File: src/rtl/cp0_exc_ctrl_pkg.sv
// Shared CP0 constants: register numbers, ExcCode values, exception entry vector.
// Consumers: cp0_exc_ctrl and the D-stage next-PC logic (build option CP0_EPC_BYPASS_EN lives in the top).
package cp0_exc_ctrl_pkg;

    localparam logic [4:0] CP0_SR    = 5'd12;
    localparam logic [4:0] CP0_CAUSE = 5'd13;
    localparam logic [4:0] CP0_EPC   = 5'd14;
    localparam logic [4:0] CP0_PRID  = 5'd15;

    localparam logic [4:0] EXC_INT  = 5'd0;
    localparam logic [4:0] EXC_ADEL = 5'd4;
    localparam logic [4:0] EXC_ADES = 5'd5;
    localparam logic [4:0] EXC_RI   = 5'd10;
    localparam logic [4:0] EXC_OV   = 5'd12;

    localparam logic [31:0] EXC_ENTRY_ADDR = 32'h0000_4180;

    // Bit positions shared by SR and Cause
    localparam int SR_IE_BIT     = 0;
    localparam int SR_EXL_BIT    = 1;
    localparam int IM_IP_LSB     = 10;
    localparam int CAUSE_EXC_LSB = 2;
    localparam int CAUSE_BD_BIT  = 31;

    // Restart address: a delay-slot victim restarts at its branch.
    function automatic logic [31:0] epc_of(input logic [31:0] vpc, input logic bd);
        return bd ? (vpc - 32'd4) : vpc;
    endfunction

endpackage

File: src/rtl/cp0_exc_ctrl_if.sv
// M-stage <-> CP0 signal bundle; slave is the CP0 side, master the pipeline side.
interface cp0_exc_ctrl_if #(
    parameter int HWINT_W = 6
);
    logic [4:0]         A1;
    logic [4:0]         A2;
    logic [31:0]        DIn;
    logic               WE;
    logic [31:0]        VPC;
    logic               BDIn;
    logic [4:0]         ExcCodeIn;
    logic [HWINT_W-1:0] HWInt;
    logic               EXLClr;
    logic [31:0]        DOut;
    logic [31:0]        EPCOut;
    logic               Req;

    modport master (
        output A1, A2, DIn, WE, VPC, BDIn, ExcCodeIn, HWInt, EXLClr,
        input  DOut, EPCOut, Req
    );

    modport slave (
        input  A1, A2, DIn, WE, VPC, BDIn, ExcCodeIn, HWInt, EXLClr,
        output DOut, EPCOut, Req
    );
endinterface

File: src/rtl/cp0_exc_ctrl.sv
// CP0 exception/interrupt controller: SR, Cause, EPC, PRId plus the Req decision.
// Define CP0_EPC_BYPASS_EN to forward an in-flight mtc0 EPC value onto EPCOut.
module cp0_exc_ctrl
    import cp0_exc_ctrl_pkg::*;
#(
    parameter logic [31:0] PRID_VALUE = 32'h2023_0007,
    parameter int          HWINT_W    = 6
) (
    input  logic          clk,
    input  logic          reset_n,
    cp0_exc_ctrl_if.slave bus
);

    logic [HWINT_W-1:0] r_im;
    logic               r_exl;
    logic               r_ie;
    logic               r_bd;
    logic [HWINT_W-1:0] r_ip;
    logic [4:0]         r_exccode;
    logic [31:0]        r_epc;

    logic        w_int_req;
    logic        w_exc_req;
    logic        w_req;
    logic        w_wr_sr;
    logic        w_wr_epc;
    logic [31:0] w_dout;
    logic [31:0] w_epc_out;

    // EXL masks both sources, so a handler is never re-entered.
    assign w_int_req = (|(bus.HWInt & r_im)) & r_ie & ~r_exl;
    assign w_exc_req = (bus.ExcCodeIn != EXC_INT) & ~r_exl;
    assign w_req     = w_int_req | w_exc_req;

    assign w_wr_sr  = bus.WE & ~w_req & (bus.A2 == CP0_SR);
    assign w_wr_epc = bus.WE & ~w_req & (bus.A2 == CP0_EPC);

    always_ff @(posedge clk or negedge reset_n) begin
        if (!reset_n) begin
            r_im      <= '0;
            r_exl     <= 1'b0;
            r_ie      <= 1'b0;
            r_bd      <= 1'b0;
            r_ip      <= '0;
            r_exccode <= '0;
            r_epc     <= '0;
        end else begin
            r_ip <= bus.HWInt;
            if (w_req) begin
                r_exl     <= 1'b1;
                r_bd      <= bus.BDIn;
                r_exccode <= w_int_req ? EXC_INT : bus.ExcCodeIn;
                r_epc     <= epc_of(bus.VPC, bus.BDIn);
            end else begin
                if (bus.EXLClr)
                    r_exl <= 1'b0;
                // Later assignment: an mtc0 SR in the eret cycle sets EXL from DIn.
                if (w_wr_sr) begin
                    r_im  <= bus.DIn[IM_IP_LSB +: HWINT_W];
                    r_exl <= bus.DIn[SR_EXL_BIT];
                    r_ie  <= bus.DIn[SR_IE_BIT];
                end
                if (w_wr_epc)
                    r_epc <= bus.DIn;
            end
        end
    end

    always_comb begin
        w_dout = '0;
        case (bus.A1)
            CP0_SR: begin
                w_dout[IM_IP_LSB +: HWINT_W] = r_im;
                w_dout[SR_EXL_BIT]           = r_exl;
                w_dout[SR_IE_BIT]            = r_ie;
            end
            CP0_CAUSE: begin
                w_dout[CAUSE_BD_BIT]              = r_bd;
                w_dout[IM_IP_LSB +: HWINT_W]      = r_ip;
                w_dout[CAUSE_EXC_LSB +: 5]        = r_exccode;
            end
            CP0_EPC:  w_dout = r_epc;
            CP0_PRID: w_dout = PRID_VALUE;
            default:  w_dout = '0;
        endcase
    end

`ifdef CP0_EPC_BYPASS_EN
    assign w_epc_out = w_wr_epc ? bus.DIn : r_epc;
`else
    // Without forwarding the hazard unit stalls eret behind an mtc0 EPC.
    assign w_epc_out = r_epc;
`endif

    assign bus.DOut   = w_dout;
    assign bus.EPCOut = w_epc_out;
    assign bus.Req    = w_req;

endmodule

File: src/flat_wrapper.sv
// flat-port wrapper written by rule: the top's interface ports become plain ports
module cp0_exc_ctrl_flat import cp0_exc_ctrl_pkg::*;
#(
    parameter logic [31:0] PRID_VALUE = 32'h2023_0007,
    parameter int          HWINT_W    = 6
)
  (clk, reset_n, bus_A1, bus_A2, bus_DIn, bus_WE, bus_VPC, bus_BDIn, bus_ExcCodeIn, bus_HWInt, bus_EXLClr, bus_DOut, bus_EPCOut, bus_Req);
  cp0_exc_ctrl_if #(.HWINT_W(HWINT_W)) bus_i ();
  input  logic clk;
  input  logic reset_n;
  input wire logic [$bits(bus_i.A1)-1:0] bus_A1;
  input wire logic [$bits(bus_i.A2)-1:0] bus_A2;
  input wire logic [$bits(bus_i.DIn)-1:0] bus_DIn;
  input wire logic [$bits(bus_i.WE)-1:0] bus_WE;
  input wire logic [$bits(bus_i.VPC)-1:0] bus_VPC;
  input wire logic [$bits(bus_i.BDIn)-1:0] bus_BDIn;
  input wire logic [$bits(bus_i.ExcCodeIn)-1:0] bus_ExcCodeIn;
  input wire logic [$bits(bus_i.HWInt)-1:0] bus_HWInt;
  input wire logic [$bits(bus_i.EXLClr)-1:0] bus_EXLClr;
  output wire logic [$bits(bus_i.DOut)-1:0] bus_DOut;
  output wire logic [$bits(bus_i.EPCOut)-1:0] bus_EPCOut;
  output wire logic [$bits(bus_i.Req)-1:0] bus_Req;
  assign bus_i.A1 = bus_A1;
  assign bus_i.A2 = bus_A2;
  assign bus_i.DIn = bus_DIn;
  assign bus_i.WE = bus_WE;
  assign bus_i.VPC = bus_VPC;
  assign bus_i.BDIn = bus_BDIn;
  assign bus_i.ExcCodeIn = bus_ExcCodeIn;
  assign bus_i.HWInt = bus_HWInt;
  assign bus_i.EXLClr = bus_EXLClr;
  assign bus_DOut = bus_i.DOut;
  assign bus_EPCOut = bus_i.EPCOut;
  assign bus_Req = bus_i.Req;
  cp0_exc_ctrl #(.PRID_VALUE(PRID_VALUE), .HWINT_W(HWINT_W)) u_core (.clk(clk), .reset_n(reset_n), .bus(bus_i));
endmodule
File: config.mk
export PLATFORM = sky130hd
export DESIGN_NAME = cp0_exc_ctrl_flat
export DESIGN_NICKNAME = d
export VERILOG_FILES = /design/src/rtl/cp0_exc_ctrl_pkg.sv /design/src/rtl/cp0_exc_ctrl_if.sv /design/src/rtl/cp0_exc_ctrl.sv /design/src/flat_wrapper.sv
export SDC_FILE = /design/constraint.sdc
export NUM_CORES = 1
export LEC_CHECK = 0
export CAP_MARGIN = 20
export CELL_PAD_IN_SITES_DETAIL_PLACEMENT = 1
export CELL_PAD_IN_SITES_GLOBAL_PLACEMENT = 1
export CORE_ASPECT_RATIO = 0.5
export CORE_MARGIN = 5
export CORE_UTILIZATION = 32
export CTS_BUF_LIST = sky130_fd_sc_hd__clkbuf_8
export DETAILED_ROUTE_END_ITERATION = 6
export PLACE_DENSITY_LB_ADDON = 0.12
export SLEW_MARGIN = 15
export SYNTH_ARGS = -nofsm -noshare
export SYNTH_HDL_FRONTEND = slang
export SYNTH_SLANG_ARGS = --single-unit
File: constraint.sdc
create_clock -name clk -period 2.85 [get_ports clk]
set_input_delay 0.57 -clock clk [delete_from_list [all_inputs] [get_ports clk]]
set_output_delay 0.57 -clock clk [all_outputs]
set_load 0.005 [all_outputs]
=== Word-level counts from Yosys, hierarchy flattened ===
Cells that the tools add are included.
W data, S select, Z words.

* Add/sub/neg operators: 1
* Equal/unequal tests: 6
* Mux-type cells: 13
* Bitwise logic cells: 10
* Reductions and logical operators: 5

{| class="wikitable"
|+ Operators with widths
! operator !! count
|-
| $mux W32 || 3
|-
| $sub A32 B3 Y32 const B || 1
|-
| $eq A5 B4 Y1 const B || 6
|-
| $pmux W15 S2 || 1
|-
| $pmux W6 S3 || 1
|-
| $pmux W5 S3 || 1
|-
| $and A1 B1 Y1 || 6
|-
| $and A6 B6 Y6 || 1
|-
| $pmux W2 S3 || 1
|-
| $reduce_or A6 Y1 || 1
|-
| $mux W5 || 1
|-
| $reduce_bool A5 Y1 || 1
|-
| $mux W1 || 3
|-
| $mux W3 || 1
|-
| $reduce_bool A3 Y1 || 1
|-
| $not A1 Y1 || 2
|-
| $pmux W1 S2 || 1
|-
| $reduce_and A2 Y1 || 1
|-
| $reduce_bool A2 Y1 || 1
|-
| $or A1 B1 Y1 || 1
|}

* Register bits after elaboration: 52
* Output and inout bits: 65

=== Depth between registers and ports, before layout ===
* Word-level depth: 10
* Mapped depth: 7
* Mapped depth without buffers: 6

=== Worst setup path before layout ===
No wires, ideal clock.

* Kind: input to output
* Start: input bus_HWInt[3]
* End: output bus_Req
* Arrival: 1.897 ns
* Data required time: 2.280 ns
* Setup slack: 0.383 ns
* Cell stages on the path: 6
* Path through: a22oi_1 -> a311oi_2 -> nor2_1 -> inv_1 -> buf_2 -> buf_1

* Longest elaborated chain between the ends: 5

{| class="wikitable"
|+ RTL lines
! what !! line !! text
|-
| from (decl) || flat_wrapper.sv:18 || <nowiki>input wire logic [$bits(bus_i.HWInt)-1:0] bus_HWInt;</nowiki>
|-
| $and A6 B6 Y6 || cp0_exc_ctrl.sv:31 || <nowiki>assign w_int_req = (|(bus.HWInt & r_im)) & r_ie & ~r_exl;</nowiki>
|-
| $reduce_or A6 Y1 || cp0_exc_ctrl.sv:31 ||
|-
| $and A1 B1 Y1 (2 in series) || cp0_exc_ctrl.sv:31 ||
|-
| $or A1 B1 Y1 || cp0_exc_ctrl.sv:33 || <nowiki>assign w_req = w_int_req | w_exc_req;</nowiki>
|-
| to (decl) || flat_wrapper.sv:22 || <nowiki>output wire logic [$bits(bus_i.Req)-1:0] bus_Req;</nowiki>
|}

Every way passes these cells.

=== Final worst setup path ===
* Start: input bus_A1[4]
* End: output bus_DOut[19]

* Longest elaborated chain between the ends: 2
* Elaborated cells on any way between the ends: 3

{| class="wikitable"
|+ RTL lines
! what !! line !! text
|-
| from (decl) || flat_wrapper.sv:11 || <nowiki>input wire logic [$bits(bus_i.A1)-1:0] bus_A1;</nowiki>
|-
| $eq A5 B4 Y1 || cp0_exc_ctrl.sv:71 || <nowiki>case (bus.A1)</nowiki>
|-
| $pmux W15 S2 * || cp0_exc_ctrl.sv:71 ||
|-
| to (decl) || flat_wrapper.sv:20 || <nowiki>output wire logic [$bits(bus_i.DOut)-1:0] bus_DOut;</nowiki>
|}

Mark *: on every way between the ends. The rest lies on a longest branch, timed or not.

==> impl_metrics.yaml <==
detailed_routing:
  detail_route.iter0.violations: 163
  detail_route.wl_per_cell_um: 20.29
  avgViaCountPerCell: 5.543
  detailed_routing_iteration_count_for_the_pre_antenna_repair_pass: 4
  ant_nets: 0
  post_detailed_routing_wire_length_um: 14650
  num_vias: 4002
  detail_route.drc_violations: 0
worst_hold_path:
  worstHoldPathType: "in2async"
yosys:
  syn-instance-count: 385
  share_of_yosys_cell_area_claimed_by_the_top_area_cell_type_pct: 36.12
  synth-seq-area-share_pct: 36.12
  ys_seq_elements: 52
  yosys_warnings: 0
  synth.area.top_cells: "sky130_fd_sc_hd__dfrtp_1 (36%), sky130_fd_sc_hd__mux2i_1 (8.9%), sky130_fd_sc_hd__o31ai_1 (5.2%), sky130_fd_sc_hd__nor4bb_1 (5.0%), sky130_fd_sc_hd__mux2_2 (3.8%)"
  post_synth_instance_area_mm2: 0.003602
  synth_enable_flop_cells: 0
  postSynthAreaPerCell_um2: 9.356
  ys_async_sr_fraction_pct: 100.0
  synth_top_cell_by_area: "sky130_fd_sc_hd__dfrtp_1"
  postSynth.topFlopCell: "sky130_fd_sc_hd__dfrtp_1"
  yosysMostFrequentCell: "sky130_fd_sc_hd__dfrtp_1"
  netlist-cell-type-count: 46
  netlist_top_cells_count: "sky130_fd_sc_hd__dfrtp_1 (52), sky130_fd_sc_hd__nor2_1 (33), sky130_fd_sc_hd__mux2i_1 (32), sky130_fd_sc_hd__o31ai_1 (25), sky130_fd_sc_hd__clkbuf_1 (22)"
  syn_nets: 476
global_route:
  antenna_violations_before_repair: 0
  grt_start_max_net_pins: 29
  vias_in_the_first_global_route: 4151
  grt_overflow_total: 0
  wire_length_of_the_first_global_routing_pass_um: 22910
  globalRouteTotalUtil_pct: 21.07
timing:
  finalClockSkew_ns: 0.005007
  holdWs_ns: 0.2937
  drv_slew: 0
  unrepaired_setup_endpoints_after_global_routing: "false"
  timing.slew.headroom_pct: 52.24
  period_share_pct: 95.10
  maxClockFrequency_mhz: 368.9
  final_sum_of_negative_setup_slack_ns: 0
  final-hold-violation-count: 0
  post-route-min-period_ns: 2.710
  finalSetupViolCount: 0
  timing_worst_slew_pin_value_ns: 0.7164
power:
  pwr-share-clk_pct: 12.9
  ir_worst_vdd_uv: 261.3
  switching_share_pct: 36.42
  seq_power_share_pct: 38.4
  power.share.combinational_pct: 48.7
  p_total_uw: 3492
  pwr_density_cell_mw_per_mm2: 600.7
  power.static_leakage_uw: 0.002493
  p_sw_uw: 1272
  p_int_uw: 2220
floorplanning:
  initial_core_util_pct: 32.71
  core-area_mm2: 0.01101
  die_height_um: 85.03
  design.portCount: 155
  die_x_um: 160.0
  rows: 27
  fp.dieArea_mm2: 0.01361
clocking:
  tritoncts_num_sinks: 52
  clock_latency_ns: 0.32
  cts_max_path_buffers: 2
  root_cell_of_the_clock_tree: "sky130_fd_sc_hd__clkbuf_8"
  cts_made_buffers: 5
  cts.clk_slew.worst_paths_ns: 0.10
  tritoncts: "done"
  ctsHoldBuffers: 0
  htreeDepth: 2
setup_path:
  timing.critical_path.arrival_ns: 2.14
  slowest_stage_cell_cp: "sky130_fd_sc_hd__clkdlybuf4s50_1"
  setup.worst_path.start_class: "input port"
  cp_data_required_time_ns: 2.28
  timing.critical_path.slowest_cell_delay_ns: 0.41
  worst-r2r-cell-count: 6
  critPathCaptureType: "output port"
  cp_cell_sequence: "clkdlybuf4s50_1 > nand4b_1 > buf_6 > nor2_4 > buf_6 > buf_4 > buf_4 > and2_1 > clkdlybuf4s15_1"
  cp_max_fo: 4
  criticalPathCategory: "in2out"
finish:
  share_of_cells_above_drive_strength_1_pct: 16.81
  diodes: 0
  layout.nets: 667
  num-fill-cells: 1252
  areaGrowthSynthToFinish_pct: 61.38
placement:
  dp_hpwl_um: 11460
  place_congestion: 0.8184
  port_buffer_count: 154
outcome:
  outcome: "completed"
job:
  timing.max_cap.violations: 0
flip-flops by register name, indices dropped and copies added, names as in the netlist:
signal and cells:
u_core.r_exccode 5, u_core.r_bd 1, u_core.bus.EPCOut 32, u_core.r_im 6, u_core.r_ie 1, u_core.r_ip 6, u_core.r_exl 1
path summary, 6_finish.rpt:
path                                     startpoint  slack (ns)                     to
worst max-delay path                      bus_A1[4]        0.14           bus_DOut[19]
worst min-delay path                        reset_n        0.29  u_core.bus.EPCOut[30]
worst max register to register       u_core.r_im[3]        0.88         u_core.r_im[3]
worst min register to register  u_core.r_exccode[0]        0.49    u_core.r_exccode[0]
max in group asynchronous                   reset_n        1.96         u_core.r_ip[4]
min in group clk                u_core.r_exccode[0]        0.49    u_core.r_exccode[0]
cells in the final DEF (no fill, tap or decap), types with 4 or more instances in the layout:
master,n
sky130_fd_sc_hd__a21o_1,5
sky130_fd_sc_hd__a21oi_1,10
sky130_fd_sc_hd__a22oi_1,8
sky130_fd_sc_hd__a31oi_1,18
sky130_fd_sc_hd__and2_1,14
sky130_fd_sc_hd__buf_4,53
sky130_fd_sc_hd__buf_6,6
sky130_fd_sc_hd__clkbuf_8,5
sky130_fd_sc_hd__clkdlybuf4s50_1,135
sky130_fd_sc_hd__dfrtp_1,52
sky130_fd_sc_hd__dlygate4sd2_1,9
sky130_fd_sc_hd__dlymetal6s2s_1,8
sky130_fd_sc_hd__inv_1,6
sky130_fd_sc_hd__mux2_2,12
sky130_fd_sc_hd__mux2i_1,32
sky130_fd_sc_hd__nand2_1,4
sky130_fd_sc_hd__nand3b_1,4
sky130_fd_sc_hd__nand4_1,17
sky130_fd_sc_hd__nor2_1,31
sky130_fd_sc_hd__nor3_1,9
sky130_fd_sc_hd__nor3b_1,5
sky130_fd_sc_hd__nor4_1,5
sky130_fd_sc_hd__nor4bb_1,17
sky130_fd_sc_hd__o21ai_0,9
sky130_fd_sc_hd__o31ai_1,25
sky130_fd_sc_hd__or3_1,13
sky130_fd_sc_hd__or4_1,12
sky130_fd_sc_hd__xnor2_1,10
what timing repair did:
item | in CTS | in global routing
buffers inserted | 2 | 2
gates cloned | 2 | 0
pin swaps | 2 | 1
gates resized for setup | 23 | 10
endpoints found under the setup margin | 27 | 7
cells by family (layout without fill, tap and decap cells):
family	Yosys count	count (layout)	synth area share (%)
and+or+nand+nor	156	156	28.10
AOI/OAI and AO/OA	81	81	15.28
DFF	52	52	36.12
muxes	44	44	12.64
buffers and inverters	39	231	4.585
xor gates and xnor gates	12	12	2.918
adders and majority gates	1	1	0.3473
power by group through the flow:
stage               logic, µW  clock network [µW]  registers, µW
floorplan                 765                   0           1260
finish                   1700                 451           1340
detailed placement       1720                   0           1360
global placement         1690                   0           1350
CTS                      1720                 468           1350
global route             1840                 506           1390
metrics by stage:
stage,cells,utilization (%),setup WS (ns),instance area (µm²)
final,722,52.78,0.1395,5813
after detailed placement,708,51.14,-0.08084,5632
after floorplan,385,-,0.3831,3602
after global placement,708,51.14,-0.03816,5632
after global routing,722,52.78,0.01718,5813
after CTS,720,52.42,0.01170,5773
final cells by class:
| cell class | instances | area, µm² | area share [%] |
|---|---|---|---|
| timing repair buffer | 215 | 2051 | 35.28 |
| clock buffer | 5 | 68.82 | 1.184 |
| multi-input combinational | 294 | 2160 | 37.15 |
| clock inverter | 3 | 21.27 | 0.3659 |
| tap | 145 | 181.4 | 3.121 |
| inverter | 8 | 30.03 | 0.5166 |
| sequential | 52 | 1301 | 22.38 |
critical path, delay by kind of cell:
kind	cells	cell delay [ns]
buf+inv	6	1.12
simple gates	3	0.44
routing by layer:
metal,part of all wire [%],track usage (%),wire length [µm]
met4,0.59,2.810,86
met3,5.7,4.803,842
met1,46,28.60,6785
met2,47,35.47,6937
met5,0,0,0
Power figures use the tool's default switching activity.
